File: src/rtl/magma_bus_pkg.sv
// Shared cluster bus definitions: field widths and the packed request payload
// used by the arbiter and the cluster slaves.
package magma_bus_pkg;

  localparam int unsigned BUS_AW  = 32;
  localparam int unsigned BUS_DW  = 32;
  localparam int unsigned BUS_BEW = 4;

  typedef struct packed {
    logic               we;
    logic [BUS_AW-1:0]  addr;
    logic [BUS_BEW-1:0] be;
    logic [BUS_DW-1:0]  wdata;
  } bus_req_t;

endpackage

File: src/rtl/magma_bus_arb_if.sv
// Bundle of the multi-master request/response signals and the single slave
// port; the slave modport is the arbiter's view, master is the environment's.
interface magma_bus_arb_if #(
  parameter int unsigned NUM_MASTERS = 4
);
  import magma_bus_pkg::*;

  logic [NUM_MASTERS-1:0]         m_req;
  logic [NUM_MASTERS-1:0]         m_we;
  logic [NUM_MASTERS*BUS_AW-1:0]  m_addr;
  logic [NUM_MASTERS*BUS_BEW-1:0] m_be;
  logic [NUM_MASTERS*BUS_DW-1:0]  m_wdata;
  logic [NUM_MASTERS-1:0]         m_ack;
  logic [NUM_MASTERS-1:0]         m_resp;
  logic [BUS_DW-1:0]              m_rdata;

  logic                           s_req;
  logic                           s_we;
  logic [BUS_AW-1:0]              s_addr;
  logic [BUS_BEW-1:0]             s_be;
  logic [BUS_DW-1:0]              s_wdata;
  logic                           s_ack;
  logic                           s_resp;
  logic [BUS_DW-1:0]              s_rdata;

  modport slave (
    input  m_req, m_we, m_addr, m_be, m_wdata, s_ack, s_resp, s_rdata,
    output m_ack, m_resp, m_rdata, s_req, s_we, s_addr, s_be, s_wdata
  );

  modport master (
    output m_req, m_we, m_addr, m_be, m_wdata, s_ack, s_resp, s_rdata,
    input  m_ack, m_resp, m_rdata, s_req, s_we, s_addr, s_be, s_wdata
  );

endinterface

File: src/rtl/magma_arb_idfifo.sv
// In-order FIFO of read-owner IDs; head is read straight from the storage
// registers so the response path needs no extra cycle.
module magma_arb_idfifo #(
  parameter int unsigned DEPTH = 4,
  parameter int unsigned WIDTH = 2
) (
  input  logic             clk_i,
  input  logic             rst_i,
  input  logic             i_push,
  input  logic [WIDTH-1:0] i_din,
  input  logic             i_pop,
  output logic [WIDTH-1:0] o_head,
  output logic             o_full,
  output logic             o_empty
);

  localparam int unsigned AW = $clog2(DEPTH);
  localparam int unsigned CW = AW + 1;

  logic [WIDTH-1:0] r_mem [DEPTH];
  logic [AW-1:0]    r_wr_ptr;
  logic [AW-1:0]    r_rd_ptr;
  logic [CW-1:0]    r_count;
  logic             w_do_push;
  logic             w_do_pop;

  assign o_full    = (r_count == CW'(DEPTH));
  assign o_empty   = (r_count == '0);
  assign w_do_pop  = i_pop & ~o_empty;
  assign w_do_push = i_push & (~o_full | w_do_pop);
  assign o_head    = r_mem[r_rd_ptr];

  // Pointers wrap naturally at the power-of-two depth.
  always_ff @(posedge clk_i or posedge rst_i) begin
    if (rst_i) begin
      r_wr_ptr <= '0;
      r_rd_ptr <= '0;
      r_count  <= '0;
      for (int i = 0; i < DEPTH; i++) r_mem[i] <= '0;
    end else begin
      if (w_do_push) begin
        r_mem[r_wr_ptr] <= i_din;
        r_wr_ptr        <= r_wr_ptr + AW'(1);
      end
      if (w_do_pop) r_rd_ptr <= r_rd_ptr + AW'(1);
      case ({w_do_push, w_do_pop})
        2'b10:   r_count <= r_count + CW'(1);
        2'b01:   r_count <= r_count - CW'(1);
        default: r_count <= r_count;
      endcase
    end
  end

endmodule

File: src/rtl/magma_bus_arb.sv
// Round-robin arbiter sharing one slave port among NUM_MASTERS masters, with
// in-order routing of read responses back to the issuing master.
module magma_bus_arb
  import magma_bus_pkg::*;
#(
  parameter int unsigned NUM_MASTERS     = 4,
  parameter int unsigned MAX_OUTSTANDING = 4
) (
  input  logic            clk_i,
  input  logic            rst_i,
  magma_bus_arb_if.slave  bus,
  output logic            err_o
);

  localparam int unsigned IDW = $clog2(NUM_MASTERS);
  localparam int unsigned SW  = IDW + 1;

  bus_req_t               w_req [NUM_MASTERS];
  bus_req_t               w_sel;
  logic [NUM_MASTERS-1:0] w_req_rot;
  logic [NUM_MASTERS-1:0] w_gnt;
  logic [IDW-1:0]         w_offs;
  logic [IDW-1:0]         w_gnt_idx;
  logic [SW-1:0]          w_sum;
  logic                   w_found;
  logic                   w_s_req;
  logic                   w_accept;
  logic                   w_push;
  logic                   w_pop;
  logic                   w_full;
  logic                   w_empty;
  logic [IDW-1:0]         w_head;
  logic [IDW-1:0]         r_rr_ptr;
  logic                   r_err;

  always_comb begin
    for (int i = 0; i < NUM_MASTERS; i++) begin
      w_req[i].we    = bus.m_we[i];
      w_req[i].addr  = bus.m_addr[i*BUS_AW +: BUS_AW];
      w_req[i].be    = bus.m_be[i*BUS_BEW +: BUS_BEW];
      w_req[i].wdata = bus.m_wdata[i*BUS_DW +: BUS_DW];
    end
  end

  // Rotate requests so rr_ptr sits at bit 0, pick the lowest set bit, un-rotate.
  always_comb begin
    w_req_rot = NUM_MASTERS'({bus.m_req, bus.m_req} >> r_rr_ptr);
    w_found   = 1'b0;
    w_offs    = '0;
    for (int i = 0; i < NUM_MASTERS; i++) begin
      if (!w_found && w_req_rot[i]) begin
        w_found = 1'b1;
        w_offs  = IDW'(i);
      end
    end
    w_sum = SW'(r_rr_ptr) + SW'(w_offs);
    if (w_sum >= SW'(NUM_MASTERS)) w_sum = w_sum - SW'(NUM_MASTERS);
    w_gnt_idx = w_sum[IDW-1:0];
    w_gnt     = w_found ? (NUM_MASTERS'(1) << w_gnt_idx) : '0;
  end

  always_comb begin
    w_sel = '0;
    for (int i = 0; i < NUM_MASTERS; i++) begin
      if (w_gnt[i]) w_sel = w_req[i];
    end
  end

  // Full FIFO blocks every new request, writes included, to keep ordering simple.
  assign w_s_req     = (|bus.m_req) & ~w_full;
  assign w_accept    = w_s_req & bus.s_ack;
  assign w_push      = w_accept & ~w_sel.we;
  assign w_pop       = bus.s_resp & ~w_empty;

  assign bus.s_req   = w_s_req;
  assign bus.s_we    = w_sel.we;
  assign bus.s_addr  = w_sel.addr;
  assign bus.s_be    = w_sel.be;
  assign bus.s_wdata = w_sel.wdata;
  assign bus.m_ack   = w_accept ? w_gnt : '0;
  assign bus.m_resp  = w_pop ? (NUM_MASTERS'(1) << w_head) : '0;
  assign bus.m_rdata = w_pop ? bus.s_rdata : '0;
  assign err_o       = r_err;

  always_ff @(posedge clk_i or posedge rst_i) begin
    if (rst_i) begin
      r_rr_ptr <= '0;
    end else if (w_accept) begin
      r_rr_ptr <= (w_gnt_idx == IDW'(NUM_MASTERS - 1)) ? '0 : w_gnt_idx + IDW'(1);
    end
  end

  // A response with nothing outstanding is a protocol error; sticky until reset.
  always_ff @(posedge clk_i or posedge rst_i) begin
    if (rst_i) begin
      r_err <= 1'b0;
    end else if (bus.s_resp && w_empty) begin
      r_err <= 1'b1;
    end
  end

  magma_arb_idfifo #(
    .DEPTH (MAX_OUTSTANDING),
    .WIDTH (IDW)
  ) u_idfifo (
    .clk_i   (clk_i),
    .rst_i   (rst_i),
    .i_push  (w_push),
    .i_din   (w_gnt_idx),
    .i_pop   (w_pop),
    .o_head  (w_head),
    .o_full  (w_full),
    .o_empty (w_empty)
  );

endmodule

File: src/flat_wrapper.sv
// flat-port wrapper written by rule: the top's interface ports become plain ports
module magma_bus_arb_flat import magma_bus_pkg::*;
#(
  parameter int unsigned NUM_MASTERS     = 4,
  parameter int unsigned MAX_OUTSTANDING = 4
)
  (clk_i, rst_i, err_o, bus_m_req, bus_m_we, bus_m_addr, bus_m_be, bus_m_wdata, bus_s_ack, bus_s_resp, bus_s_rdata, bus_m_ack, bus_m_resp, bus_m_rdata, bus_s_req, bus_s_we, bus_s_addr, bus_s_be, bus_s_wdata);
  magma_bus_arb_if #(.NUM_MASTERS(NUM_MASTERS)) bus_i ();
  input  logic clk_i;
  input  logic rst_i;
  output logic err_o;
  input wire logic [$bits(bus_i.m_req)-1:0] bus_m_req;
  input wire logic [$bits(bus_i.m_we)-1:0] bus_m_we;
  input wire logic [$bits(bus_i.m_addr)-1:0] bus_m_addr;
  input wire logic [$bits(bus_i.m_be)-1:0] bus_m_be;
  input wire logic [$bits(bus_i.m_wdata)-1:0] bus_m_wdata;
  input wire logic [$bits(bus_i.s_ack)-1:0] bus_s_ack;
  input wire logic [$bits(bus_i.s_resp)-1:0] bus_s_resp;
  input wire logic [$bits(bus_i.s_rdata)-1:0] bus_s_rdata;
  output wire logic [$bits(bus_i.m_ack)-1:0] bus_m_ack;
  output wire logic [$bits(bus_i.m_resp)-1:0] bus_m_resp;
  output wire logic [$bits(bus_i.m_rdata)-1:0] bus_m_rdata;
  output wire logic [$bits(bus_i.s_req)-1:0] bus_s_req;
  output wire logic [$bits(bus_i.s_we)-1:0] bus_s_we;
  output wire logic [$bits(bus_i.s_addr)-1:0] bus_s_addr;
  output wire logic [$bits(bus_i.s_be)-1:0] bus_s_be;
  output wire logic [$bits(bus_i.s_wdata)-1:0] bus_s_wdata;
  assign bus_i.m_req = bus_m_req;
  assign bus_i.m_we = bus_m_we;
  assign bus_i.m_addr = bus_m_addr;
  assign bus_i.m_be = bus_m_be;
  assign bus_i.m_wdata = bus_m_wdata;
  assign bus_i.s_ack = bus_s_ack;
  assign bus_i.s_resp = bus_s_resp;
  assign bus_i.s_rdata = bus_s_rdata;
  assign bus_m_ack = bus_i.m_ack;
  assign bus_m_resp = bus_i.m_resp;
  assign bus_m_rdata = bus_i.m_rdata;
  assign bus_s_req = bus_i.s_req;
  assign bus_s_we = bus_i.s_we;
  assign bus_s_addr = bus_i.s_addr;
  assign bus_s_be = bus_i.s_be;
  assign bus_s_wdata = bus_i.s_wdata;
  magma_bus_arb #(.NUM_MASTERS(NUM_MASTERS), .MAX_OUTSTANDING(MAX_OUTSTANDING)) u_core (.clk_i(clk_i), .rst_i(rst_i), .bus(bus_i), .err_o(err_o));
endmodule
File: config.mk
export PLATFORM = sky130hd
export DESIGN_NAME = magma_bus_arb_flat
export DESIGN_NICKNAME = d
export VERILOG_FILES = /design/src/rtl/magma_bus_pkg.sv /design/src/rtl/magma_bus_arb_if.sv /design/src/rtl/magma_arb_idfifo.sv /design/src/rtl/magma_bus_arb.sv /design/src/flat_wrapper.sv
export SDC_FILE = /design/constraint.sdc
export NUM_CORES = 1
export LEC_CHECK = 0
export CELL_PAD_IN_SITES_DETAIL_PLACEMENT = 1
export CELL_PAD_IN_SITES_GLOBAL_PLACEMENT = 1
export CORE_AREA = 2 2 164 166
export CTS_CLUSTER_SIZE = 25
export DETAILED_ROUTE_END_ITERATION = 6
export DIE_AREA = 0 0 166 168
export PLACE_DENSITY = 0.73
export SLEW_MARGIN = 20
export SYNTH_ARGS = -nofsm -noshare
export SYNTH_HDL_FRONTEND = slang
export SYNTH_SLANG_ARGS = --single-unit
File: constraint.sdc
create_clock -name clk_i -period 11 [get_ports clk_i]
set_input_delay 2.2 -clock clk_i [delete_from_list [all_inputs] [get_ports clk_i]]
set_output_delay 2.2 -clock clk_i [all_outputs]
set_load 0.02 [all_outputs]
==> run summary, run 1 <==
Synthesized area per cell: 6.417 um^2
Ys async rst share: 1.000
Worst reg2reg path startpoint: u_core.r_rr_ptr[0]$_DFFE_PP0P_
WS Path Type: input port to output port
Top cells by area, synth: a221oi_1 (16%), dfrtp_1 (12%), nor2b_1 (12%)
# rows: 60
WP data required: 8.80 ns
Final WL: 22590 um
ANT nets after route: 0
DRC Markers: 0
Post-Place Worst Slack: 1.957 ns
Yosys reg bits: 18
Seq/Total Area, Yosys: 0.1234
Htree depth: 1
Vias in the first global route: 5955
Levels on crit path: 16
Area Overhead vs Synth: 126.8%
Drt wl/cell: 17.62 um
Initial DRC count: 184
RR Endpoint: u_core.u_idfifo.r_count[2]$_DFFE_PP0P_
Setup TNS: 0 ns
Syn_nets: 896
Final clock skew: 0.005486 ns
Final WS setup: 1.970 ns
Fill cells: 3222
Worst-margin pin slew: 0.9905 ns
Critical Path, Cell by Cell: clkdlybuf4s50_1 > nor2_1 > or4_1 > o2111ai_1 > ha_1 > xnor2_1 > a21oi_1 > or2_1 > ha_1 > nor2b_4 > buf_12 > a221oi_1 > nor3_1 > a21oi_1 > nor2_1 > clkdlybuf4s50_1
TritonCTS Buffers: 3
Cell Count, Final, Fillers Out: 1282
Clock transition at path regs: 0.06 ns
Slew Limit Fails: 0
Worst skew pair latency: 0.26 ns
Critical Path Start: bus_m_req[1]
RePlAce Congestion: 0.8100
CP max-delay cell: nor2b_4
Worst VDD drop: 0.1980 mV
Via count: 5687
CTS tree: built
Worst Hold Depth: 1
Starting Density: 0.1386
Yosys top cell area share: 0.1631
Max Clock Freq: 110.7 MHz
CP Launch Type: input port
CP top delay family: simple AND/OR/NAND/NOR gates
Number of vias per cell: 4.436
Mapped Cells: 569
GRT Total Usage: 0.1507
Post-route cell area: 8280 um^2
Final #Nets: 1269
Crit end category: output port
Slew HR: 0.3396
Clk sink count: 18
Crit path largest cell delay: 0.75 ns
Hold_ws: 0.4637 ns
Leading area contributor after synthesis: a221oi_1
Ys Warns: 0
Top-count cell post-synth: nor2_1
Period minus WS final: 9.030 ns
RSZ-0062 raised after global routing: no
Post-DP HPWL: 18200 um
PortBufs: 426
Post-CTS Repair Setup Buffers: 0
Share of layout cells above drive strength 1: 0.02338
I/O pin count: 427
Max-Cap Viols: 0
Reg2reg setup slack: 6.18 ns
Leakage Power: 3.036 nW
Worst hold path class: register to register
Post-synth EDFFs: 0
Cell area power density: 436.9 nW/um^2
Initial antenna violation count: 1
Placed inst area: 8187 um^2
Total grt overflow: 0
Largest net degree at the start of global routing: 102
Buffer depth of the longest clock path: 2
CTS root buf: clkbuf_16
Worst path arrival time: 6.83 ns
Reg2reg path depth: 18
Hold_buf cts: 0
Number of iterations in the first detailed-routing pass: 4
Outcome: finished clean
Core area: 26350 um^2
Post-synth top cells: nor2_1 (80), a21oi_1 (72), nor2b_1 (71), nor3_1 (71), a221oi_1 (68)
Distinct cell type count after synthesis: 39
Ys flop type: dfrtp_1
Final Setup Violations: 0
Ant. Diodes: 0
Die area: 27890 um^2
Worst path bufs/invs: 3
Die width: 166 um
Worst-path maximum fanout: 41
Post-CTS sizing: 0
Hold Fails Final Rpt: 0
Die Span Y: 168 um
Placed Instances: 1278
Period utilization: 0.8209
First-pass GRT wire length: 33950 um
Mapped Area: 3651 um^2
Critical Path Sink: bus_s_addr[1]
==> per-stage QoR <==
step,power [mW],utilization
2_1_floorplan,2.145,-
3_3_place_gp,3.538,0.3107
3_5_place_dp,3.581,0.3107
4_1_cts,3.674,0.3141
5_1_grt,3.924,0.3142
6_report,3.618,0.3142
==> layout make-up <==
| cell class | instances | area [um^2] | share of cell area |
|---|---|---|---|
| Timing Repair Buffer | 432 | 4334 | 0.5234 |
| Clock buffer | 4 | 88.84 | 0.01073 |
| Sequential cell | 18 | 450.4 | 0.05440 |
| Multi-Input combinational cell | 474 | 2932 | 0.3540 |
| Tap cell | 341 | 426.7 | 0.05153 |
| Inverter | 13 | 48.80 | 0.005893 |
==> power by group <==
group          internal (mW)  total (mW)  switching [mW]
clock network         0.0555      0.0837          0.0282
logic                   1.50        3.40            1.90
registers              0.100       0.131          0.0310
total                   1.66        3.62            1.96
==> layer usage <==
metal  share of wire  vias up  track usage
li1                -     2799            -
met1            0.39     2599       0.1765
met2            0.52      267       0.2845
met3           0.073       20      0.03385
met4           0.014        2      0.02268
met5         0.00058        -            0
==> kinds of logic (layout without fill, tap and decap cells) <==
family          after synthesis  after routing  synth area share
xor+xnor                      7              7           0.01679
buf+inv                      77            449           0.08533
mux                           3              3           0.01508
compound gates              169            169            0.3132
fa+ha+maj                    11             11           0.03975
simple gates                284            284            0.4064
flops                        18             18            0.1234
==> layout by cell type, fill, tap and decap left out, drive strengths merged, types with 5 or more instances in the layout <==
master and count:
buf 6, and2 32, nand2 15, clkdlybuf4s50 426
a221oi 68, nor2b 71, o31ai 5, inv 13
nor2 80, ha 10, dfrtp 18, nor3 71
and3 6, o21ai 17, a21oi 73
==> registers in the layout (all words and copies together), names as in the netlist <==
signal	count
u_core.u_idfifo.r_mem	8
u_core.u_idfifo.r_rd_ptr	2
u_core.r_rr_ptr	2
u_core.u_idfifo.r_wr_ptr	2
u_core.u_idfifo.r_count	3
u_core.err_o	1
==> how the worst min path moves through the flow <==
stage	start	endpoint	slack (ns)
after floorplan	u_core.u_idfifo.r_mem[3]$_DFFE_PP0P_	u_core.u_idfifo.r_mem[3]$_DFFE_PP0P_	0.45
after global placement	u_core.err_o$_DFFE_PP0P_	u_core.err_o$_DFFE_PP0P_	0.45
after detailed placement	u_core.err_o$_DFFE_PP0P_	u_core.err_o$_DFFE_PP0P_	0.46
after CTS	u_core.err_o$_DFFE_PP0P_	u_core.err_o$_DFFE_PP0P_	0.47
after global routing	u_core.err_o$_DFFE_PP0P_	u_core.err_o$_DFFE_PP0P_	0.48
final	u_core.err_o$_DFFE_PP0P_	u_core.err_o$_DFFE_PP0P_	0.46
==> worst register-to-register path, cell delays in order, from the launching register on <==
cell and delay, ns:
dfrtp_1 0.48, or4_1 0.55, o2111ai_1 0.10, ha_1 0.20
xnor2_1 0.08, a21oi_1 0.37, or2_1 0.21, ha_2 0.22
buf_4 0.67, a211oi_1 0.19, o21ai_1 0.21, a21oi_4 0.14
inv_2 0.18, ha_1 0.23, inv_1 0.08, fa_1 0.43
xor2_1 0.15, nor2_1 0.12, xor2_1 0.16
(Power assumes the default switching activity.)
==> run 2: changes to the inputs <==
==> constraint.sdc (replaced) <==
create_clock -name clk_i -period 8.69 [get_ports clk_i]
set_input_delay 1.738 -clock clk_i [delete_from_list [all_inputs] [get_ports clk_i]]
set_output_delay 1.738 -clock clk_i [all_outputs]
set_load 0.02 [all_outputs]
==> run 2 against run 1 <==
  * Routed wire length rose by 1.1%
  * Hold slack improved by 0.0027 ns
  * Combinational power rose by 30%
  * Via count rose by 2.3%
  * Total power rose by 29%
  * Global-route usage rose by 0.17 points
  * Sequential share of layout area barely moved
  * Final area rose by 0.74%
  * Sequential cell count did not move
  * Sequential power rose by 29%
  * Final cell count rose by 0.70%
  * Critical endpoint is now bus_s_wdata[1]
  * Largest cell class unchanged
  * Highest routed layer is now met4
==> run summary, run 2 (synthesized netlist as in run 1, its figures left out) <==
Final WL: 22830 um (+1.1%)
Outcome: finished clean
DRC Markers: 0 (unchanged)
Post-DP HPWL: 18790 um (+3.3%)
Post-CTS Repair Setup Buffers: 0 (unchanged)
Max Clock Freq: 125.3 MHz
Clk sink count: 18 (unchanged)
Worst reg2reg path startpoint: u_core.r_rr_ptr[0]$_DFFE_PP0P_
Reg2reg setup slack: 4.12 ns (-2.06 ns)
Largest register FFs: 8 (unchanged)
GRT Total Usage: 0.1524 (+0.001742)
CTS root buf: clkbuf_16
ANT nets after route: 0 (unchanged)
Final Setup Violations: 0 (unchanged)
Starting Density: 0.1386 (unchanged)
CP Launch Type: input port
Slew Limit Fails: 0 (unchanged)
Crit path largest cell delay: 0.67 ns (-0.08 ns)
Period minus WS final: 7.983 ns
Most flop-heavy register: u_core.u_idfifo.r_mem
Worst VDD drop: 0.2245 mV (+13%)
Worst-path maximum fanout: 35 (-15%)
Worst hold path class: register to register
Die width: 166 um (unchanged)
Number of iterations in the first detailed-routing pass: 4 (unchanged)
Period utilization: 0.9186
Post-CTS sizing: 0 (unchanged)
Die area: 27890 um^2 (unchanged)
Worst Hold Depth: 1 (unchanged)
Die Span Y: 168 um (unchanged)
Drt wl/cell: 17.68 um (+0.35%)
Number of vias per cell: 4.504 (+1.5%)
Share of layout cells above drive strength 1: 0.03263 (+0.009252)
CTS tree: built
First-pass GRT wire length: 34200 um (+0.71%)
Hold Path Origin: u_core.err_o$_DFFE_PP0P_
Vias in the first global route: 5949 (-0.10%)
TritonCTS Buffers: 3 (unchanged)
Fill cells: 3183 (-1.2%)
Most frequent cells in the layout: clkdlybuf4s50_1 (426), nor2_1 (80), a21oi_1 (72), nor3_1 (71), nor2b_1 (69)
Worst-margin pin slew: 0.8271 ns (-0.1635 ns)
Largest net degree at the start of global routing: 82 (-20%)
Pwr Total: 4.677 mW (+29%)
Max-Cap Viols: 0 (unchanged)
Slew HR: 0.4486 (+0.1090)
Final clock skew: 0.007333 ns (+0.001847 ns)
Hold Fails Final Rpt: 0 (unchanged)
Post-route cell area: 8342 um^2 (+0.74%)
Reg2reg path depth: 18 (unchanged)
Setup TNS: 0 ns (unchanged)
CP top delay family: simple AND/OR/NAND/NOR gates
Hold_buf cts: 0 (unchanged)
I/O pin count: 427 (unchanged)
# rows: 60 (unchanged)
Cell area power density: 560.7 nW/um^2 (+28%)
CP max-delay cell: clkdlybuf4s50_1
Crit end category: output port
Via count: 5815 (+2.3%)
Clock transition at path regs: 0.06 ns (about the same)
Area Overhead vs Synth: 128.5%
Initial antenna violation count: 0 (-1)
Worst skew pair latency: 0.26 ns (about the same)
Most common cell after layout, fill and taps aside: clkdlybuf4s50_1
Core area: 26350 um^2 (unchanged)
Total grt overflow: 0 (unchanged)
Placed inst area: 8262 um^2 (+0.92%)
RePlAce Congestion: 0.8589 (+6.0%)
Worst path arrival time: 6.24 ns (-0.59 ns)
Worst path bufs/invs: 3 (unchanged)
Htree depth: 1 (unchanged)
Leakage Power: 3.081 nW (+1.5%)
WHS Endpoint: u_core.err_o$_DFFE_PP0P_
Buffer depth of the longest clock path: 2 (unchanged)
RR Endpoint: u_core.u_idfifo.r_count[2]$_DFFE_PP0P_
Critical Path, Cell by Cell: clkdlybuf4s50_1 > nor2_1 > or4_1 > o2111ai_1 > ha_1 > xnor2_1 > a21oi_1 > or2_1 > ha_1 > nor2b_4 > buf_12 > a221oi_1 > nor3_1 > a21oi_1 > nor2_1 > clkdlybuf4s50_1
WP data required: 6.95 ns (-1.85 ns)
Ant. Diodes: 0 (unchanged)
WS Path Type: input port to output port
Regs by FF count: u_core.u_idfifo.r_mem (8), u_core.u_idfifo.r_count (3)
Initial DRC count: 131 (-29%)
Final #Nets: 1279 (+0.79%)
RSZ-0062 raised after global routing: no
PortBufs: 426 (unchanged)
-- run 2: power breakdown --
| part | switching [mW] | leakage [nW] | internal, mW |
|---|---|---|---|
| Combinational | 2.46 | 2.83 | 1.96 |
| Clock | 0.0345 | 0.0370 | 0.0607 |
| Sequential | 0.0416 | 0.218 | 0.127 |
-- run 2: worst max-delay path by stage --
stage,start,endpoint,slack [ns],cells past startpoint
after floorplan,bus_m_req[0],bus_s_addr[12],2.26,18
after global placement,bus_m_req[1],bus_s_wdata[1],0.71,16
after detailed placement,bus_m_req[1],bus_s_wdata[1],0.59,16
after CTS,bus_m_req[1],bus_s_wdata[1],0.58,16
after global routing,bus_m_req[1],bus_s_wdata[1],0.28,16
final,bus_m_req[1],bus_s_wdata[1],0.71,16
-- run 2: area by class of cell --
cell class | instances | area (um^2) | share of cell area
Clock buffer | 3 | 75.07 | 0.009000
Inverter | 13 | 48.80 | 0.005850
Multi-Input combinational cell | 474 | 2932 | 0.3514
Sequential cell | 18 | 450.4 | 0.05400
Tap cell | 341 | 426.7 | 0.05115
Timing Repair Buffer | 442 | 4409 | 0.5286
-- run 2: stage by stage --
step | worst slack, ns | utilization | hold slack (ns) | cells
after detailed placement | 0.5878 | 0.3135 | 0.4561 | 1288
after global routing | 0.2805 | 0.3166 | 0.4873 | 1291
final | 0.7070 | 0.3166 | 0.4664 | 1291
after global placement | 0.7059 | 0.3135 | 0.4488 | 1288
after CTS | 0.5838 | 0.3164 | 0.4668 | 1291
after floorplan | 2.262 | - | 0.4537 | 569
-- run 2: routing by layer --
metal  part of all wire  vias to the layer above  global-route usage  wire length [um]
li1                   -                     2817                   -                 -
met1               0.41                     2702              0.1839              9448
met2               0.51                      273              0.2854             11590
met3              0.063                       23             0.02891              1435
met4              0.016                        0             0.02231               354
met5                  0                        -                   0                 0
==> run 3: changes to the inputs <==
--- a/config.mk
+++ b/config.mk
@@ -11,7 +11,7 @@
 export CTS_CLUSTER_SIZE = 25
 export DETAILED_ROUTE_END_ITERATION = 6
 export DIE_AREA = 0 0 166 168
-export PLACE_DENSITY = 0.73
+export PLACE_DENSITY = 0.76
 export SLEW_MARGIN = 20
 export SYNTH_ARGS = -nofsm -noshare
 export SYNTH_HDL_FRONTEND = slang
==> constraint.sdc (replaced) <==
create_clock -name clk_i -period 6.55 [get_ports clk_i]
set_input_delay 1.31 -clock clk_i [delete_from_list [all_inputs] [get_ports clk_i]]
set_output_delay 1.31 -clock clk_i [all_outputs]
set_load 0.02 [all_outputs]
==> run 3 against run 2 <==
  * Sequential cell count is the same
  * Clock skew down 0.0057 ns
  * Via count is 1.1% higher
  * Sequential share of layout area down 0.27 points
  * Utilization up 1.7 points
  * Combinational power grew 38%
  * Setup slack lost 0.50 ns
  * Die area is the same
  * Largest power group unchanged
  * Critical path depth up 2
==> run summary, run 3 (synthesized netlist as in run 1, its figures left out) <==
First-pass GRT wire length: 34120 um (-0.22%)
Clk sink count: 18 (unchanged)
WP data required: 5.24 ns (-1.71 ns)
Net switching power figure: 3.416 mW (+35%)
Worst skew pair latency: 0.25 ns (about the same)
Crit path largest cell delay: 0.64 ns (-0.03 ns)
Area Overhead vs Synth: 140.7%
CP top delay family: buffers and inverters
Sequential power share: 0.034 (-0.002)
Cell area power density: 731.0 nW/um^2 (+30%)
Comb power frac: 0.946 (+0.002)
Leakage Power: 3.990 nW (+30%)
Final Setup Violations: 0 (unchanged)
DRC Markers: 0 (unchanged)
Period utilization: 0.9677
Via count: 5881 (+1.1%)
Pwr Total: 6.424 mW (+37%)
Most flop-heavy register: u_core.u_idfifo.r_mem
Hold_buf cts: 0 (unchanged)
Pint: 3.009 mW (+40%)
CP max-delay cell: clkdlybuf4s50_1
Worst hold path class: register to register
Total grt overflow: 0 (unchanged)
Starting Density: 0.1386 (unchanged)
ANT nets after route: 0 (unchanged)
Worst path arrival time: 5.03 ns (-1.21 ns)
Share of layout cells above drive strength 1: 0.05876 (+0.02613)
RePlAce Congestion: 0.8327 (-3.1%)
Most common cell after layout, fill and taps aside: clkdlybuf4s50_1
CP Launch Type: input port
Slew HR: 0.5296 (+0.08103)
Sw Share: 0.5317 (-0.01005)
Worst path bufs/invs: 4 (+1)
Regs by FF count: u_core.u_idfifo.r_mem (8), u_core.u_idfifo.r_count (3)
Worst-path maximum fanout: 25 (-29%)
Post-DP HPWL: 19000 um (+1.1%)
# rows: 60 (unchanged)
Number of vias per cell: 4.482 (-0.48%)
Worst VDD drop: 0.2754 mV (+23%)
Final clock skew: 0.001594 ns (-0.005738 ns)
RSZ-0062 raised after global routing: yes
Critical Path, Cell by Cell: clkdlybuf4s50_1 > buf_4 > nand2_1 > o21ai_0 > nand2_1 > o2111ai_1 > ha_1 > xnor2_1 > and3_2 > or2_1 > ha_2 > nor2b_4 > buf_12 > a221oi_1 > nor3_2 > a21oi_1 > nor2_1 > clkdlybuf4s50_1
Initial antenna violation count: 1 (+1)
Drt wl/cell: 17.77 um (+0.48%)
Worst-margin pin slew: 0.7048 ns (-0.1223 ns)
Htree depth: 1 (unchanged)
GRT Total Usage: 0.1525 (about the same)
Post-route cell area: 8788 um^2 (+5.4%)
Fill cells: 3173 (-0.31%)
Clk pwr share: 0.019 (about the same)
Placed inst area: 8484 um^2 (+2.7%)
Final #Nets: 1299 (+1.6%)
Slew Limit Fails: 0 (unchanged)
I/O pin count: 427 (unchanged)
Buffer depth of the longest clock path: 2 (unchanged)
Die width: 166 um (unchanged)
Vias in the first global route: 6157 (+3.5%)
CTS tree: built
Period minus WS final: 6.338 ns
WS Path Type: input port to output port
TritonCTS Buffers: 3 (unchanged)
Clock transition at path regs: 0.05 ns (about the same)
Max-Cap Viols: 0 (unchanged)
Placed Instances: 1305 (+1.3%)
Max Clock Freq: 157.8 MHz
Die area: 27890 um^2 (unchanged)
CTS root buf: clkbuf_16
Core area: 26350 um^2 (unchanged)
Number of iterations in the first detailed-routing pass: 7 (+3)
Cell Count, Final, Fillers Out: 1312 (+1.6%)
PortBufs: 426 (unchanged)
Initial DRC count: 250 (+91%)
Final WL: 23310 um (+2.1%)
Most frequent cells in the layout: clkdlybuf4s50_1 (360), nor2_1 (80), a21oi_1 (71), nor3_1 (69), nor2b_1 (69)
Setup TNS: 0 ns (unchanged)
Largest register FFs: 8 (unchanged)
Crit end category: output port
Hold Fails Final Rpt: 0 (unchanged)
Outcome: finished clean
Largest net degree at the start of global routing: 44 (-46%)
Die Span Y: 168 um (unchanged)
-- run 3: cell count changes in the layout (fill, tap and decap cells not counted), sizes merged --
cell	delta
buf	+21
clkdlybuf4s15	+1
diode	+1
dlygate4sd2	+1
dlymetal6s2s	+62
clkdlybuf4s50	-66
clkbuf	+1
-- run 3: final timing paths --
kind	startpoint	to	slack, ns	cells after the start
max	bus_m_req[0]	bus_s_addr[31]	0.21	18
min	u_core.err_o$_DFFE_PP0P_	u_core.err_o$_DFFE_PP0P_	0.46	1
max reg2reg	u_core.r_rr_ptr[0]$_DFFE_PP0P_	u_core.u_idfifo.r_count[2]$_DFFE_PP0P_	2.26	19
min reg2reg	u_core.err_o$_DFFE_PP0P_	u_core.err_o$_DFFE_PP0P_	0.46	1
max in group asynchronous	rst_i	u_core.u_idfifo.r_mem[4]$_DFFE_PP0P_	4.60	2
min in group asynchronous	rst_i	u_core.u_idfifo.r_count[2]$_DFFE_PP0P_	1.50	2
-- run 3: power groups by stage --
| stage | registers, mW | logic (mW) | clock network, mW |
|---|---|---|---|
| after floorplan | 0.202 | 3.40 | 0 |
| after global placement | 0.219 | 6.11 | 0 |
| after detailed placement | 0.222 | 6.20 | 0 |
| after CTS | 0.221 | 6.21 | 0.125 |
| after global routing | 0.228 | 6.62 | 0.131 |
| final | 0.221 | 6.08 | 0.123 |
-- run 3: worst reg2reg max path, stage by stage, from the launching register on --
cell,delay (ns)
dfrtp_1,0.49
or4_1,0.56
o2111ai_1,0.11
ha_1,0.20
xnor2_1,0.15
and3_2,0.28
nor2_1,0.12
ha_4,0.21
buf_12,0.16
nor2b_1,0.14
o21ai_0,0.20
buf_4,0.16
a21oi_4,0.09
inv_2,0.18
ha_1,0.22
inv_1,0.08
fa_1,0.44
xor2_1,0.16
nor2_1,0.12
xor2_1,0.15
-- run 3: what timing repair did --
action                     4_1_cts  5_1_grt
gates cloned                     0        1
setup endpoints to repair        2       64
pin swaps                        0        1
buffers inserted                 0        2
gates resized for setup          3       66
-- run 3: final cells by class --
| cell class | instances | area [um^2] | area share |
|---|---|---|---|
| Antenna cell | 1 | 2.502 | 0.0002847 |
| Clock buffer | 3 | 75.07 | 0.008542 |
| Inverter | 13 | 48.80 | 0.005552 |
| Multi-Input combinational cell | 474 | 2947 | 0.3353 |
| Sequential cell | 18 | 450.4 | 0.05125 |
| Tap cell | 341 | 426.7 | 0.04855 |
| Timing Repair Buffer | 462 | 4838 | 0.5505 |
-- run 3: metal layers --
metal / global-route usage / routed length, um / vias up / share of wire
met5: 0 / 0 / - / 0
met4: 0.03894 / 542 / 0 / 0.023
met3: 0.04560 / 1988 / 31 / 0.085
met2: 0.2825 / 11910 / 285 / 0.51
met1: 0.1701 / 8864 / 2704 / 0.38
li1: - / - / 2861 / -
-- run 3: per-stage QoR --
step                worst slack, ns  utilization  hold slack [ns]
global route               -0.03475       0.3335           0.4888
finish                       0.2118       0.3335           0.4565
floorplan                    0.9776            -           0.4537
CTS                         0.02365       0.3249           0.4634
global placement             0.1066       0.3220           0.4398
detailed placement         -0.01102       0.3220           0.4517
